==> config.mk <==
export PLATFORM = sky130hd
export DESIGN_NAME = io_store_rmw_sequencer_flat
export DESIGN_NICKNAME = d
export VERILOG_FILES = /design/src/rtl/io_store_rmw_sequencer_if.sv /design/src/rtl/io_store_rmw_sequencer.sv /design/src/flat_wrapper.sv
export SDC_FILE = /design/constraint.sdc
export NUM_CORES = 1
export LEC_CHECK = 0
export BUFFER_PORTS_ARGS = -buffer_cell sky130_fd_sc_hd__buf_2
export CAP_MARGIN = 25
export CORE_UTILIZATION = 40
export CTS_BUF_LIST = sky130_fd_sc_hd__clkbuf_16
export DETAILED_ROUTE_END_ITERATION = 16
export PLACE_DENSITY_LB_ADDON = 0.3
export SLEW_MARGIN = 20
export SYNTH_ARGS = -nofsm -noshare
export SYNTH_HDL_FRONTEND = slang
export SYNTH_SLANG_ARGS = --single-unit
==> constraint.sdc <==
create_clock -name clk -period 6.6 [get_ports clk]
set_input_delay 1.98 -clock clk [delete_from_list [all_inputs] [get_ports clk]]
set_output_delay 1.98 -clock clk [all_outputs]
set_load 0.05 [all_outputs]
==> src/rtl/io_store_rmw_sequencer_if.sv <==
`default_nettype none
// ---------------------------------------------------------------------------
// io_store_rmw_sequencer_if : request, IO bus, alignment and completion signals
// Revision: 1.0
// ---------------------------------------------------------------------------
interface io_store_rmw_sequencer_if #(
  parameter int DATABITWIDTH = 16
);
  logic                    StoreReq_Valid;
  logic                    StoreReq_Ready;
  logic [3:0]              MinorOpcodeIn;
  logic [DATABITWIDTH-1:0] DataAddrIn;
  logic [DATABITWIDTH-1:0] DataIn;

  logic                    IORead_Valid;
  logic                    IORead_Ready;
  logic [DATABITWIDTH-1:0] IORead_Addr;
  logic                    IOResp_Valid;
  logic [DATABITWIDTH-1:0] IOResp_Data;
  logic                    IOResp_Err;

  logic [3:0]              Align_MinorOpcode;
  logic [DATABITWIDTH-1:0] Align_Addr;
  logic [DATABITWIDTH-1:0] Align_Data;
  logic [DATABITWIDTH-1:0] Align_ReadData;
  logic [DATABITWIDTH-1:0] Align_Result;

  logic                    IOWrite_Valid;
  logic                    IOWrite_Ready;
  logic [DATABITWIDTH-1:0] IOWrite_Addr;
  logic [DATABITWIDTH-1:0] IOWrite_Data;

  logic                    Done_Valid;
  logic                    Done_Err;

  // Sequencer side: it masters the IO bus and the alignment hand-off.
  modport master (
    input  StoreReq_Valid, MinorOpcodeIn, DataAddrIn, DataIn,
    input  IORead_Ready, IOResp_Valid, IOResp_Data, IOResp_Err,
    input  Align_Result, IOWrite_Ready,
    output StoreReq_Ready, IORead_Valid, IORead_Addr,
    output Align_MinorOpcode, Align_Addr, Align_Data, Align_ReadData,
    output IOWrite_Valid, IOWrite_Addr, IOWrite_Data, Done_Valid, Done_Err
  );

  modport slave (
    output StoreReq_Valid, MinorOpcodeIn, DataAddrIn, DataIn,
    output IORead_Ready, IOResp_Valid, IOResp_Data, IOResp_Err,
    output Align_Result, IOWrite_Ready,
    input  StoreReq_Ready, IORead_Valid, IORead_Addr,
    input  Align_MinorOpcode, Align_Addr, Align_Data, Align_ReadData,
    input  IOWrite_Valid, IOWrite_Addr, IOWrite_Data, Done_Valid, Done_Err
  );
endinterface

`default_nettype wire

==> src/rtl/io_store_rmw_sequencer.sv <==
`default_nettype none
// ---------------------------------------------------------------------------
// io_store_rmw_sequencer : read-modify-write sequencing of sub-word IO stores
// Revision: 1.0
// ---------------------------------------------------------------------------
module io_store_rmw_sequencer #(
  parameter int DATABITWIDTH = 16,
  parameter int READ_TIMEOUT = 255
) (
  input  wire logic                 clk,
  input  wire logic                 async_rst,
  io_store_rmw_sequencer_if.master  bus
);

  localparam int ADDRLSB = $clog2(DATABITWIDTH / 8);
  localparam int CNTW    = (READ_TIMEOUT < 2) ? 1 : $clog2(READ_TIMEOUT + 1);
  localparam logic [2:0]              NATSZ      = 3'(ADDRLSB);
  localparam logic [DATABITWIDTH-1:0] ALIGN_MASK = ~(DATABITWIDTH'((1 << ADDRLSB) - 1));
  localparam logic [CNTW-1:0]         CNT_LAST   = CNTW'(READ_TIMEOUT - 1);

  typedef enum logic [2:0] {
    IDLE    = 3'd0,
    RD_REQ  = 3'd1,
    RD_WAIT = 3'd2,
    MERGE   = 3'd3,
    WR_REQ  = 3'd4,
    DONE    = 3'd5
  } state_t;

  state_t                  state;
  state_t                  next_state;

  logic [3:0]              opcode_reg;
  logic [DATABITWIDTH-1:0] addr_reg;
  logic [DATABITWIDTH-1:0] data_reg;
  logic [DATABITWIDTH-1:0] rdata_reg;
  logic [DATABITWIDTH-1:0] wdata_reg;
  logic [CNTW-1:0]         wait_cnt;
  logic                    err_reg;

  logic                    accept;
  logic                    rd_handshake;
  logic                    wr_handshake;
  logic                    timeout;
  logic                    resp_ok;
  logic                    resp_bad;
  logic [2:0]              req_size;

  assign req_size     = {1'b0, bus.MinorOpcodeIn[1:0]};
  assign accept       = bus.StoreReq_Valid && bus.StoreReq_Ready;
  assign rd_handshake = (state == RD_REQ) && bus.IORead_Ready;
  assign wr_handshake = (state == WR_REQ) && bus.IOWrite_Ready;
  // The cycle in which the counter would reach READ_TIMEOUT is the last wait cycle.
  assign timeout      = (state == RD_WAIT) && (wait_cnt == CNT_LAST);
  assign resp_ok      = (state == RD_WAIT) && bus.IOResp_Valid && !bus.IOResp_Err;
  assign resp_bad     = (state == RD_WAIT) && bus.IOResp_Valid && bus.IOResp_Err;

  // Ready is forced low while reset is held, even though the state reads IDLE.
  assign bus.StoreReq_Ready    = (state == IDLE) && !async_rst;
  assign bus.IORead_Valid      = (state == RD_REQ);
  assign bus.IOWrite_Valid     = (state == WR_REQ);
  assign bus.Done_Valid        = (state == DONE);
  assign bus.Done_Err          = err_reg;

  assign bus.IORead_Addr       = addr_reg & ALIGN_MASK;
  assign bus.IOWrite_Addr      = addr_reg & ALIGN_MASK;
  assign bus.IOWrite_Data      = wdata_reg;

  assign bus.Align_MinorOpcode = opcode_reg;
  assign bus.Align_Addr        = addr_reg;
  assign bus.Align_Data        = data_reg;
  assign bus.Align_ReadData    = rdata_reg;

  always_ff @(posedge clk or posedge async_rst) begin
    if (async_rst) begin
      state <= IDLE;
    end else begin
      state <= next_state;
    end
  end

  always_comb begin
    next_state = state;
    unique case (state)
      IDLE: begin
        if (accept) begin
          if (req_size < NATSZ) begin
            next_state = RD_REQ;
          end else if (req_size == NATSZ) begin
            next_state = WR_REQ;
          end else begin
            next_state = DONE;
          end
        end
      end
      RD_REQ: begin
        if (bus.IORead_Ready) begin
          next_state = RD_WAIT;
        end
      end
      RD_WAIT: begin
        // A response in the timeout cycle takes priority over the abort.
        if (bus.IOResp_Valid) begin
          next_state = bus.IOResp_Err ? DONE : MERGE;
        end else if (timeout) begin
          next_state = DONE;
        end
      end
      MERGE: begin
        next_state = WR_REQ;
      end
      WR_REQ: begin
        if (bus.IOWrite_Ready) begin
          next_state = DONE;
        end
      end
      DONE: begin
        next_state = IDLE;
      end
      default: begin
        next_state = IDLE;
      end
    endcase
  end

  always_ff @(posedge clk or posedge async_rst) begin
    if (async_rst) begin
      opcode_reg <= '0;
      addr_reg   <= '0;
      data_reg   <= '0;
      rdata_reg  <= '0;
      wdata_reg  <= '0;
      wait_cnt   <= '0;
      err_reg    <= 1'b0;
    end else begin
      if (accept) begin
        opcode_reg <= bus.MinorOpcodeIn;
        addr_reg   <= bus.DataAddrIn;
        data_reg   <= bus.DataIn;
        wdata_reg  <= bus.DataIn;
        err_reg    <= (req_size > NATSZ);
      end

      if (rd_handshake) begin
        wait_cnt <= '0;
      end else if (state == RD_WAIT) begin
        wait_cnt <= wait_cnt + 1'b1;
      end

      if (resp_ok) begin
        rdata_reg <= bus.IOResp_Data;
      end

      if (resp_bad || (timeout && !bus.IOResp_Valid)) begin
        err_reg <= 1'b1;
      end

      // Merged word is sampled once; the write phase then holds it stable.
      if (state == MERGE) begin
        wdata_reg <= bus.Align_Result;
      end

      if (wr_handshake) begin
        err_reg <= 1'b0;
      end
    end
  end

endmodule

`default_nettype wire

==> src/flat_wrapper.sv <==
// flat-port wrapper written by rule: the top's interface ports become plain ports
module io_store_rmw_sequencer_flat 
#(
  parameter int DATABITWIDTH = 16,
  parameter int READ_TIMEOUT = 255
)
  (clk, async_rst, bus_StoreReq_Valid, bus_MinorOpcodeIn, bus_DataAddrIn, bus_DataIn, bus_IORead_Ready, bus_IOResp_Valid, bus_IOResp_Data, bus_IOResp_Err, bus_Align_Result, bus_IOWrite_Ready, bus_StoreReq_Ready, bus_IORead_Valid, bus_IORead_Addr, bus_Align_MinorOpcode, bus_Align_Addr, bus_Align_Data, bus_Align_ReadData, bus_IOWrite_Valid, bus_IOWrite_Addr, bus_IOWrite_Data, bus_Done_Valid, bus_Done_Err);
  io_store_rmw_sequencer_if #(.DATABITWIDTH(DATABITWIDTH)) bus_i ();
  input  wire logic clk;
  input  wire logic async_rst;
  input wire logic [$bits(bus_i.StoreReq_Valid)-1:0] bus_StoreReq_Valid;
  input wire logic [$bits(bus_i.MinorOpcodeIn)-1:0] bus_MinorOpcodeIn;
  input wire logic [$bits(bus_i.DataAddrIn)-1:0] bus_DataAddrIn;
  input wire logic [$bits(bus_i.DataIn)-1:0] bus_DataIn;
  input wire logic [$bits(bus_i.IORead_Ready)-1:0] bus_IORead_Ready;
  input wire logic [$bits(bus_i.IOResp_Valid)-1:0] bus_IOResp_Valid;
  input wire logic [$bits(bus_i.IOResp_Data)-1:0] bus_IOResp_Data;
  input wire logic [$bits(bus_i.IOResp_Err)-1:0] bus_IOResp_Err;
  input wire logic [$bits(bus_i.Align_Result)-1:0] bus_Align_Result;
  input wire logic [$bits(bus_i.IOWrite_Ready)-1:0] bus_IOWrite_Ready;
  output wire logic [$bits(bus_i.StoreReq_Ready)-1:0] bus_StoreReq_Ready;
  output wire logic [$bits(bus_i.IORead_Valid)-1:0] bus_IORead_Valid;
  output wire logic [$bits(bus_i.IORead_Addr)-1:0] bus_IORead_Addr;
  output wire logic [$bits(bus_i.Align_MinorOpcode)-1:0] bus_Align_MinorOpcode;
  output wire logic [$bits(bus_i.Align_Addr)-1:0] bus_Align_Addr;
  output wire logic [$bits(bus_i.Align_Data)-1:0] bus_Align_Data;
  output wire logic [$bits(bus_i.Align_ReadData)-1:0] bus_Align_ReadData;
  output wire logic [$bits(bus_i.IOWrite_Valid)-1:0] bus_IOWrite_Valid;
  output wire logic [$bits(bus_i.IOWrite_Addr)-1:0] bus_IOWrite_Addr;
  output wire logic [$bits(bus_i.IOWrite_Data)-1:0] bus_IOWrite_Data;
  output wire logic [$bits(bus_i.Done_Valid)-1:0] bus_Done_Valid;
  output wire logic [$bits(bus_i.Done_Err)-1:0] bus_Done_Err;
  assign bus_i.StoreReq_Valid = bus_StoreReq_Valid;
  assign bus_i.MinorOpcodeIn = bus_MinorOpcodeIn;
  assign bus_i.DataAddrIn = bus_DataAddrIn;
  assign bus_i.DataIn = bus_DataIn;
  assign bus_i.IORead_Ready = bus_IORead_Ready;
  assign bus_i.IOResp_Valid = bus_IOResp_Valid;
  assign bus_i.IOResp_Data = bus_IOResp_Data;
  assign bus_i.IOResp_Err = bus_IOResp_Err;
  assign bus_i.Align_Result = bus_Align_Result;
  assign bus_i.IOWrite_Ready = bus_IOWrite_Ready;
  assign bus_StoreReq_Ready = bus_i.StoreReq_Ready;
  assign bus_IORead_Valid = bus_i.IORead_Valid;
  assign bus_IORead_Addr = bus_i.IORead_Addr;
  assign bus_Align_MinorOpcode = bus_i.Align_MinorOpcode;
  assign bus_Align_Addr = bus_i.Align_Addr;
  assign bus_Align_Data = bus_i.Align_Data;
  assign bus_Align_ReadData = bus_i.Align_ReadData;
  assign bus_IOWrite_Valid = bus_i.IOWrite_Valid;
  assign bus_IOWrite_Addr = bus_i.IOWrite_Addr;
  assign bus_IOWrite_Data = bus_i.IOWrite_Data;
  assign bus_Done_Valid = bus_i.Done_Valid;
  assign bus_Done_Err = bus_i.Done_Err;
  io_store_rmw_sequencer #(.DATABITWIDTH(DATABITWIDTH), .READ_TIMEOUT(READ_TIMEOUT)) u_core (.clk(clk), .async_rst(async_rst), .bus(bus_i));
endmodule
==> flow_metrics.env <==
export IMPL_status="complete, no violations"
export IMPL_routed_via_density=4.86
export IMPL_met3_usage=0.0477
export IMPL_critPathLaunchType="primary input"
export IMPL_fin_worst_skew_ns=0.00741
export IMPL_synth_area_sq_um=3580
export IMPL_synth_simple_area_share=0.154
export IMPL_required_ns=4.62
export IMPL_cts_tree="built"
export IMPL_slowest_stage="buf_2"
export IMPL_postLayoutCoreUtil=0.535
export IMPL_initial_core_util=0.413
export IMPL_timing_final_crit_share=0.721
export IMPL_ys_async_sr_fraction=1.00
export IMPL_dp_hpwl_mm=5.72
export IMPL_netlist_area_leader_share=0.559
export IMPL_area_growth_pct=29.5
export IMPL_placed_cells=562
export IMPL_tns_ns=0
export IMPL_cts_buffers=9
export IMPL_grt_max_degree=78
export IMPL_antenna_found_initial=0
export IMPL_rows=34
export IMPL_grt_util_all_layers=0.176
export IMPL_routedWlPerCell_um=13.9
export IMPL_synthMuxAreaShare=0.0597
export IMPL_period_minus_slack_ns=4.76
export IMPL_htreeDepth=3
export IMPL_critPathMaxStageDelay_ns=0.29
export IMPL_dieArea_sq_um=9340
export IMPL_place_congestion=0.757
export IMPL_drive_above_1_share=0.459
export IMPL_crit_top_cell="buf_2"
export IMPL_crit_type="in2out"
export IMPL_cp_max_fo=19
export IMPL_die_h_um=96.7
export IMPL_grt_pass1_vias=2680
export IMPL_die_width_um=96.7
export IMPL_clk_latency_ns=0.33
export IMPL_synthTopCellsByArea="dfrtp_1, buf_4, nand2_1, a221o_1, mux2_4"
export IMPL_netlist_instances=322
export IMPL_top_usage_layer="met2"
export IMPL_wl_mm=8.03
export IMPL_crit_path_end_kind="primary output"
export IMPL_path_cells="buf_2 -> nor4_4 -> buf_4 -> buf_2"
export IMPL_synth_edf_count=0
export IMPL_synthDistinctLibCells=38
export IMPL_cts_clk_slew_worst_paths_ns=0.06
export IMPL_ys_warn_count=0
export IMPL_drv_cap=0
export IMPL_cp_arrival_ns=2.78
export IMPL_worst_slew_pin_slew_ns=0.902
export IMPL_yosysSeqAreaShare=0.559
export IMPL_setup_viol_count_final=0
export IMPL_synth_compound_area_frac=0.106
export IMPL_ant_nets=0
export IMPL_avgSynthCellArea_sq_um=11.1
export IMPL_relSlewSlack=0.399
export IMPL_final_common_cell="buf_2"
export IMPL_vias=2814
export IMPL_r2r_setup_slack_ns=3.93
export IMPL_grt_pass1_wl_mm=13.2
export IMPL_synthAdderAreaFrac=0.00698
export IMPL_ys_seq_elements=80
export IMPL_hold_buffers=0
export IMPL_final_nets=543
export IMPL_drt_iter0_markers=56
export IMPL_grtUsageMet1=0.237
export IMPL_firstDrtPassIters=4
export IMPL_clock_path_buffers=2
export IMPL_hold_viol=0
export IMPL_final_cell_mix="buf_2, dfrtp_1, nand2_1"
export IMPL_synth_xor_area_frac=0.0147
export IMPL_ctsRootBufferMaster="clkbuf_16"
export IMPL_met2_usage=0.281
export IMPL_rsz0062_at_grt="no"
export IMPL_final_instance_count_excl_fill=579
export IMPL_synth_area_leader_cell="dfrtp_1"
export IMPL_io_buffers=177
export IMPL_coreArea_sq_um=8680
export IMPL_clock_sinks=80
export IMPL_fmax_mhz=210
export IMPL_pin_count=180
export IMPL_hp_class="reg2reg"
export IMPL_post_cts_buffers=0
export IMPL_cts_resized_gates=0
export IMPL_drc_errors=0
export IMPL_drv_slew=0
export IMPL_synth_top_family_by_area="simple AND/OR/NAND/NOR gates"
export IMPL_grt_overflow=0
export IMPL_synth_main_ff_cell="dfrtp_1"
export IMPL_antenna_cells=0
[cell usage after synthesis (3+ instances only)]
cell type / n
buf_4: 32
and3_1: 19
mux2_2: 7
a221o_1: 16
inv_1: 4
nand3_1: 3
a21o_1: 16
dfrtp_1: 80
xnor2_1: 3
xor2_1: 3
nor2_1: 12
clkbuf_1: 9
nor3_1: 4
a21oi_1: 4
nand2_1: 64
buf_2: 5
o21bai_1: 3
nand2b_1: 3
nand4_1: 3
mux2_4: 9
[path summary, 6_finish.rpt]
check	from	end	cells after the start
max	async_rst	bus_StoreReq_Ready	4
min	u_core.bus.Align_Data[14]	u_core.bus.Align_Data[14]	1
max reg2reg	u_core.state[1]	u_core.bus.IOWrite_Data[12]	6
min reg2reg	u_core.bus.Align_Data[14]	u_core.bus.Align_Data[14]	1
max in group asynchronous	async_rst	u_core.bus.Align_Addr[3]	4
min in group asynchronous	async_rst	u_core.bus.Align_Data[2]	2
[state kept, by name, summed over array words and instances, names as in the netlist]
signal	flops
u_core.bus.Done_Err	1
u_core.bus.Align_ReadData	16
u_core.wait_cnt	8
u_core.bus.IOWrite_Data	16
u_core.bus.Align_Data	16
u_core.bus.Align_MinorOpcode	4
u_core.state	3
u_core.bus.Align_Addr	16
[worst max-delay path, delay by kind of cell]
family        cells  cell delay (ns)
simple gates      1             0.12
buf+inv           3             0.66
[kinds of logic after synthesis]
| logic type | count (synthesis) |
|---|---|
| adder cells (fa/ha/maj) | 2 |
| AND/OR/NAND/NOR | 116 |
| XOR/XNOR | 6 |
| multiplexers | 16 |
| flip-flops | 80 |
| other | 1 |
| AO/OA/AOI/OAI | 47 |
| buffers and inverters | 54 |
[per-layer routing]
metal,part of all wire,vias up
met5,0,-
met4,0.010,0
met3,0.055,8
met2,0.48,104
met1,0.45,1340
li1,-,1362
[stage by stage]
step	setup slack [ns]	hold slack, ns	cell area, sq um
final	1.84	0.468	4640
after global routing	1.79	0.481	4640
after CTS	1.84	0.474	4620
after detailed placement	1.85	0.459	4300
after global placement	1.87	0.453	4290
after floorplan	1.78	0.505	3590
[final cells by class]
| cell class | count | area (sq um) |
|---|---|---|
| fill | 808 | 4040 |
| sequential | 80 | 2000 |
| multi-input combinational | 189 | 1230 |
| timing repair buffer | 182 | 940 |
| clock buffer | 9 | 225 |
| tap | 108 | 135 |
| clock inverter | 7 | 93.8 |
| inverter | 4 | 16.3 |
Power is not shown: default switching activity piles up to over one toggle a cycle in this logic, so the estimate is an artifact.
